<file path="src/rtl/diag_readback_collector_pkg.sv">
// Shared types and helpers for the diagnostic read-back collector.
package DiagPkg;

    typedef enum logic [1:0] {
        ST_IDLE    = 2'b00,
        ST_COLLECT = 2'b01,
        ST_DONE    = 2'b10
    } state_t;

    localparam logic [7:0] CRC8_POLY = 8'h07;
    localparam int         TIMER_W   = 24;

    // One byte of CRC-8, MSB first, no reflection, no final XOR.
    function automatic logic [7:0] crc8_step(input logic [7:0] crc,
                                             input logic [7:0] data_byte);
        logic [7:0] c;
        c = crc ^ data_byte;
        for (int i = 0; i < 8; i++) begin
            if (c[7]) c = {c[6:0], 1'b0} ^ CRC8_POLY;
            else      c = {c[6:0], 1'b0};
        end
        return c;
    endfunction

endpackage

</file>
<file path="src/rtl/diag_readback_collector_ram.sv">
// Byte store for read-back data: one sync write port, one sync read port.
// No reset; the collector masks any location that is not yet written.
module diag_readback_ram #(
    parameter int g_Depth = 16
) (
    input  logic                       clk,
    input  logic                       wr_en,
    input  logic [$clog2(g_Depth)-1:0] wr_addr,
    input  logic [7:0]                 wr_data,
    input  logic [$clog2(g_Depth)-1:0] rd_addr,
    output logic [7:0]                 rd_data
);

    logic [7:0] mem [g_Depth];

    // Write port and registered read port.
    always_ff @(posedge clk) begin
        if (wr_en) mem[wr_addr] <= wr_data;
        rd_data <= mem[rd_addr];
    end

endmodule

</file>
<file path="src/rtl/diag_readback_collector.sv">
// Collects bytes read back from an I2C slave during one session, keeps a
// running CRC-8 and offers the stored bytes to the host for readout.
//
//  state      | meaning
//  -----------+-----------------------------------------------------------
//  ST_IDLE    | no session since reset; bytes and Finished_i ignored
//  ST_COLLECT | session open; every valid byte accepted, timer running
//  ST_DONE    | session closed (Finished_i or timeout); results held
//
// Start_i always (re)opens a session from any state and beats Finished_i.
// A full store keeps Ready_o high so the I2C path never stalls; excess
// bytes are dropped and flagged instead.
module diag_readback_collector
    import DiagPkg::*;
#(
    parameter int g_Depth         = 16,
    parameter int g_TimeoutCycles = 1000000
) (
    input  logic                       clk,
    input  logic                       rstn,
    input  logic                       Start_i,
    input  logic                       Finished_i,
    input  logic [7:0]                 Data_i8b,
    input  logic                       Valid_i,
    output logic                       Ready_o,
    input  logic [$clog2(g_Depth)-1:0] RdAddr_i,
    output logic [7:0]                 RdData_o8b,
    output logic [$clog2(g_Depth):0]   Count_o,
    output logic [7:0]                 Crc_o8b,
    output logic                       Overflow_o,
    output logic                       Timeout_o,
    output logic                       Complete_o
);

    localparam int                  c_AddrW     = $clog2(g_Depth);
    localparam int                  c_CntW      = c_AddrW + 1;
    localparam logic [c_CntW-1:0]   c_Full      = c_CntW'(g_Depth);
    localparam logic [c_CntW-1:0]   c_CntOne    = c_CntW'(1);
    localparam logic [TIMER_W-1:0]  c_TimerLast = TIMER_W'(g_TimeoutCycles - 1);
    localparam logic [TIMER_W-1:0]  c_TimerOne  = TIMER_W'(1);

    state_t              state;
    logic [TIMER_W-1:0]  timer;
    logic [c_CntW-1:0]   count;
    logic [7:0]          crc;
    logic                overflow;
    logic                timeout;
    logic                rd_valid;
    logic [7:0]          ram_q;

    logic in_collect;
    logic accept;
    logic full;
    logic store;
    logic timeout_hit;

    assign in_collect  = (state == ST_COLLECT);
    assign accept      = in_collect && Valid_i;
    assign full        = (count == c_Full);
    // A byte arriving with Start_i belongs to the abandoned session.
    assign store       = accept && !full && !Start_i;
    // An accepted byte resets the idle timer, so it cannot time out.
    assign timeout_hit = in_collect && !accept && (timer == c_TimerLast);

    // Session FSM, byte counter, CRC, sticky flags and idle timer.
    always_ff @(posedge clk) begin
        if (!rstn) begin
            state    <= ST_IDLE;
            timer    <= '0;
            count    <= '0;
            crc      <= 8'h00;
            overflow <= 1'b0;
            timeout  <= 1'b0;
        end else if (Start_i) begin
            state    <= ST_COLLECT;
            timer    <= '0;
            count    <= '0;
            crc      <= 8'h00;
            overflow <= 1'b0;
            timeout  <= 1'b0;
        end else if (in_collect) begin
            if (accept) begin
                timer <= '0;
                if (full) begin
                    overflow <= 1'b1;
                end else begin
                    count <= count + c_CntOne;
                    crc   <= crc8_step(crc, Data_i8b);
                end
            end else begin
                timer <= timer + c_TimerOne;
            end
            if (Finished_i) begin
                state <= ST_DONE;
            end else if (timeout_hit) begin
                state   <= ST_DONE;
                timeout <= 1'b1;
            end
        end else if (state != ST_DONE && state != ST_IDLE) begin
            state <= ST_IDLE;
        end
    end

    // Readout mask: only addresses below the current count return data.
    always_ff @(posedge clk) begin
        if (!rstn) rd_valid <= 1'b0;
        else       rd_valid <= ({1'b0, RdAddr_i} < count);
    end

    diag_readback_ram #(
        .g_Depth (g_Depth)
    ) u_ram (
        .clk     (clk),
        .wr_en   (store),
        .wr_addr (count[c_AddrW-1:0]),
        .wr_data (Data_i8b),
        .rd_addr (RdAddr_i),
        .rd_data (ram_q)
    );

    assign RdData_o8b = rd_valid ? ram_q : 8'h00;
    assign Ready_o    = in_collect;
    assign Complete_o = (state == ST_DONE);
    assign Count_o    = count;
    assign Crc_o8b    = crc;
    assign Overflow_o = overflow;
    assign Timeout_o  = timeout;

endmodule

</file>
<file path="config.mk">
export PLATFORM = sky130hd
export DESIGN_NAME = diag_readback_collector
export DESIGN_NICKNAME = d
export VERILOG_FILES = /design/src/rtl/diag_readback_collector_pkg.sv /design/src/rtl/diag_readback_collector_ram.sv /design/src/rtl/diag_readback_collector.sv
export SDC_FILE = /design/constraint.sdc
export NUM_CORES = 1
export LEC_CHECK = 0
export BUFFER_PORTS_ARGS = -buffer_cell sky130_fd_sc_hd__buf_2
export CAP_MARGIN = 20
export CORE_AREA = 2 2 147 149
export CTS_CLUSTER_SIZE = 25
export DETAILED_ROUTE_END_ITERATION = 10
export DIE_AREA = 0 0 149 151
export PLACE_DENSITY = 0.51
export SLEW_MARGIN = 5
export SYNTH_ARGS = -nofsm -noshare
export SYNTH_HDL_FRONTEND = slang
export SYNTH_SLANG_ARGS = --single-unit
</file>
<file path="constraint.sdc">
create_clock -name clk -period 2.8 [get_ports clk]
set_input_delay 0.28 -clock clk [delete_from_list [all_inputs] [get_ports clk]]
set_output_delay 0.28 -clock clk [all_outputs]
set_load 0.05 [all_outputs]
</file>
## Word level (Yosys, flattened, before mapping)

Memory sizes are Yosys's and may differ from the RTL's. A register that Yosys moved wholly into a read port is not among the register bits.
Index checks and enable logic that the tools add are counted.

- Reduce and logical (&&, ||, !) cells: 18
- Order comparisons: 1
- Bitwise logic cells: 12
- $add $sub $neg: 2
- Eq/ne operators: 7
- Muxes and demuxes: 52

Operators with widths:

| operator | count |
|---|---|
| two-way mux 8 bit | 36 |
| adder 24 x 1 -> 24 bit, second input constant | 1 |
| equality test 24 x 20 -> 1 bit, second input constant | 1 |
| two-way mux 24 bit | 1 |
| two-way mux 3 bit | 8 |
| NOT 3 bit | 8 |
| AND reduction 3 bit | 3 |
| two-way mux 2 bit | 4 |
| bitwise XOR 8 bit | 1 |
| logical AND 1 bit | 6 |
| adder 5 x 1 -> 5 bit, second input constant | 1 |
| equality test 5 bit, second input constant | 1 |
| less-than comparator 4 x 5 -> 1 bit | 1 |
| inequality test 4 x 3 -> 1 bit, second input constant | 1 |
| AND reduction 2 bit | 2 |
| nonzero test 2 bit | 2 |
| logical NOT 1 bit | 3 |
| two-way mux 1 bit | 3 |
| inequality test 3 x 2 -> 1 bit, second input constant | 1 |
| NOT 1 bit | 3 |
| nonzero test 3 bit | 1 |
| equality test 2 x 1 -> 1 bit, second input constant | 1 |
| equality test 2 bit, second input constant | 1 |
| inequality test 2 bit, second input constant | 1 |
| OR reduction 2 bit | 1 |

- Output and inout bits: 25
- Bits of input ports: 17
- Flip-flop bits (word level): 42
- Bits in writable memories: 128
- Memories: 1

Memories:

| memory | words | width | rd ports | clocked after Yosys merged registers in | write ports | RTL line | text |
|---|---|---|---|---|---|---|---|
| u_ram.mem | 16 | 8 | 1 | 1 | 1 | diag_readback_collector_ram.sv:14 | `logic [7:0] mem [g_Depth];` |

## Depth between registers and ports, before layout

- Depth after elaboration: 52
- Depth in mapped cells: 7
- Gate-level depth less buffers: 7

## Hierarchy

A second synthesis with hierarchy kept.

- Cell total of the unflattened synthesis: 473
- Area, all modules: 7324.5 um2

By module, submodules not included:

| module | instances | sequential area each (um2) | cells each | area each (um2) |
|---|---|---|---|---|
| diag_readback_ram | 1 | 4003.8 | 229 | 5147.4 |
| diag_readback_collector | 1 | 840.8 | 244 | 2177.1 |

## Least setup slack after synthesis

No wires, ideal clock.

- Path type: register -> register
- Start: reg count[0], in the netlist Count_o[0]
- End: mem u_ram.mem[0][0] (enable)
- Required time: 2469 ps
- Setup slack: 301 ps
- Stages on the path, launching flop included: 7
- Period minus slack after synthesis: 2499 ps
- Buffers on the path: 1
- Arrival time: 2168 ps
- Cell sequence: dfxtp_1 > inv_1 > ha_1 > nor4bb_1 > nor2_1 > clkbuf_1 > and4_1

- Cells in the longest elaborated chain, start to end: 6

RTL lines:

| element | RTL line | text |
|---|---|---|
| start: declaration | diag_readback_collector.sv:44 | `logic [c_CntW-1:0] count;` |
| start signal: assignment | diag_readback_collector.sv:87 | `count <= count + c_CntOne;` |
| equality test 5 bit | diag_readback_collector.sv:59 | `assign full = (count == c_Full);` |
| logical NOT 1 bit | diag_readback_collector.sv:61 | `assign store = accept && !full && !Start_i;` |
| logical AND 1 bit (2 in series) | diag_readback_collector.sv:61 |  |
| two-way mux 1 bit | diag_readback_collector_ram.sv:18 | `if (wr_en) mem[wr_addr] <= wr_data;` |
| two-way mux 1 bit (not written as such) | diag_readback_collector_ram.sv:18 |  |
| end: declaration | diag_readback_collector_ram.sv:14 |  |

Parallel ways exist; a longest one is shown, timed or not.

## Final worst setup path

- Start: reg count[0], in the netlist Count_o[0]
- End: mem u_ram.mem[3][2] (enable)

The elaborated chain is that of the path after synthesis.

==> results.py <==
metrics = {
    "pwr": {
        "p_clk_share_pct": 43.1,
        "ir_worst_vdd_mv": 0.4382,
        "power_density_nw_per_um2": 651.2,
        "seq_power_share_pct": 51.3,
        "p_sw_mw": 1.187,
        "comb_power_share_pct": 5.6,
        "internal-power_mw": 4.366,
        "p_sw_share_pct": 21.37,
        "leakagePower_nw": 2.939,
    },
    "logic_synthesis": {
        "synth_top_family_by_area": "multiplexers",
        "synth.area.top_cells": "edfxtp_1, dfxtp_1, mux4_1",
        "ys_seq_area_share_pct": 65.27,
        "ys_types": 39,
        "synthTopCellsByCount": "edfxtp_1, dfxtp_1, nor2_1, mux4_1, xnor2_1",
        "syn_area_um2": 7422,
        "synth_top_area_share_pct": 51.79,
        "yosys_warnings": 0,
        "ys_async_sr_fraction_pct": 0,
        "synth_area_per_cell_um2": 16.24,
        "yosys.area.top_type": "edfxtp_1",
        "yosys.area_share.adder_pct": 1.349,
        "synthXorXnorAreaFrac_pct": 5.732,
        "yosys.area_share.simple_pct": 9.744,
        "synth-main-ff-cell": "edfxtp_1",
        "synth.net_count": 482,
        "synth_compound_area_share_pct": 2.208,
        "ys_seq_elements": 178,
        "synth-edff-count": 128,
        "synthMuxAreaShare_pct": 13.76,
        "syn_inst": 457,
        "yosysMostFrequentCell": "edfxtp_1",
    },
    "routing": {
        "drtIter0Drc": 270,
        "ant_nets": 0,
        "detail_route.wl_per_cell_um": 19.54,
        "wirelength_um": 15550,
        "drc_errors": 0,
        "vias": 3954,
        "dr.pass1.iters": 4,
        "viasPerCell": 4.967,
    },
    "floorplan": {
        "initial_utilization_pct": 35.64,
        "fp.dieH_um": 151,
        "pin_count": 42,
        "dieWidth_um": 149,
        "core-area_um2": 20820,
        "dieArea_um2": 22500,
        "rows": 53,
    },
    "timing": {
        "tns_ps": 0,
        "min_period_ps": 2378,
        "hold_viol": 0,
        "holdWs_ps": 107.0,
        "max_freq_ghz": 0.4205,
        "relSlewSlack_pct": 41.68,
        "skew_ps": 10.23,
        "setup_viol": 0,
        "period_share_pct": 84.93,
        "drv_slew": 0,
        "worstMarginPinSlew_ps": 874.9,
        "rsz0062_at_grt": "no",
    },
    "final_layout": {
        "fin_nets": 533,
        "syn_to_final_growth_pct": 14.89,
        "antenna_cells": 0,
        "fin_cells": 796,
        "drive_gt1_share_pct": 17.27,
        "final_cell_area_um2": 8527,
        "utilization_pct": 40.95,
    },
    "setup_path": {
        "setup.worst_path.class": "flop to flop",
        "endpoint_kind": "flop",
        "cp-start-kind": "flop",
        "critical_path_arrival_ps": 2460,
        "crit_required_ps": 2880,
        "cp_max_fo": 8,
        "regToRegSetupSlack_ps": 420,
    },
    "global_routing": {
        "grt.total_usage_pct": 14.83,
        "grt_start_max_net_pins": 34,
        "globalRouteOverflowTotal": 0,
        "first_global_vias": 4115,
        "antenna_found_initial": 0,
        "grt_pass1_wl_um": 24410,
    },
    "clock_network": {
        "post-cts-setup-buffers": 0,
        "path_clk_slew_ps": 70,
        "cts.repair.resized": 0,
        "tritoncts": "yes",
        "cts_buffers": 17,
        "cts_buffer_depth": 2,
        "postCtsHoldBufs": 0,
        "htreeDepth": 4,
        "clk_latency_ps": 420,
        "clock-sinks": 178,
        "root_buffer": "clkbuf_16",
    },
    "place": {
        "postPlaceCellArea_um2": 7934,
        "portBuffers": 41,
        "post-dp-hpwl_um": 10540,
        "place_inst": 764,
        "gp_congestion": 0.7626,
    },
    "worst_hold_path": {
        "hold_class": "input pin to flop",
    },
    "run": {
        "drv_cap": 0,
    },
    "outcome": {
        "status": "complete, no violations",
    },
}
==> worst paths after layout <==
path / start / endpoint / depth (start not counted)
min reg2reg: timer[1] / timer[1] / 2
max reg2reg: Count_o[0] / u_ram.mem[3][2] / 6
max: Count_o[0] / u_ram.mem[3][2] / 6
min: rstn / state[0] / 2
==> through the flow <==
stage	power, mW	setup slack, ps
finish	5.553	422.1
global route	5.734	172.8
CTS	5.610	415.8
detailed placement	3.223	422.1
global placement	3.221	563.0
floorplan	3.113	301.4
==> cells by family after synthesis <==
logic type | count (synthesis)
muxes | 40
and+or+nand+nor | 130
adders and majority gates | 8
DFF | 178
AOI/OAI and AO/OA | 28
xor gates and xnor gates | 46
buffers and inverters | 27
==> state kept, by name, summed over array words and instances (netlist names) <==
register and flops:
state 2, u_ram.rd_data 8, Overflow_o 1, Count_o 5, timer 24, Crc_o8b 8, Timeout_o 1, u_ram.mem 128
rd_valid 1
==> placed cells by master, fill, tap and decap left out, types with 4 or more instances in the layout <==
cell       instances
buf_2             41
or3_1              7
and2_1            21
nand3_1            6
nand2_1           14
nor4_1             4
mux4_2             8
nand2b_1           6
ha_1               8
nor2_1            35
a211oi_1           4
clkbuf_16         17
buf_4              6
o21ai_0            7
dfxtp_1           50
a21oi_1           12
nand4_1            7
xor2_1            15
and3_1             7
mux4_1            32
edfxtp_1         128
inv_1             10
xnor2_1           29
nor3_1            12
==> area by class of cell <==
class / instances / area (um2)
fill: 1935 / 12300
sequential: 178 / 4845
multi-input combinational: 252 / 2434
clock buffer: 19 / 432.9
tap: 275 / 344.1
timing repair buffer: 48 / 270.3
clock inverter: 13 / 160.2
inverter: 11 / 41.29
==> layer usage <==
| metal | global-route usage, % | routed length [um] | vias to the layer above |
|---|---|---|---|
| li1 | - | - | 1867 |
| met5 | 0 | 0 | - |
| met2 | 23.34 | 7372 | 88 |
| met3 | 3.133 | 652 | 8 |
| met4 | 4.952 | 94 | 0 |
| met1 | 20.60 | 7434 | 1991 |
==> worst max-delay path, cell delays in order, from the launching register on <==
cell      delay, ps
dfxtp_1         470
inv_1           100
ha_1            260
nor4bb_1        180
nor2_1          360
and3_1          270
and2_1          390
==> power groups by stage <==
stage | Sequential (mW) | Clock (mW) | Combinational, mW
2_1_floorplan | 2.92 | 0 | 0.196
3_3_place_gp | 2.91 | 0 | 0.312
3_5_place_dp | 2.91 | 0 | 0.314
4_1_cts | 2.85 | 2.45 | 0.315
5_1_grt | 2.85 | 2.55 | 0.336
6_report | 2.85 | 2.39 | 0.309
Power figures use the tool's default switching activity.
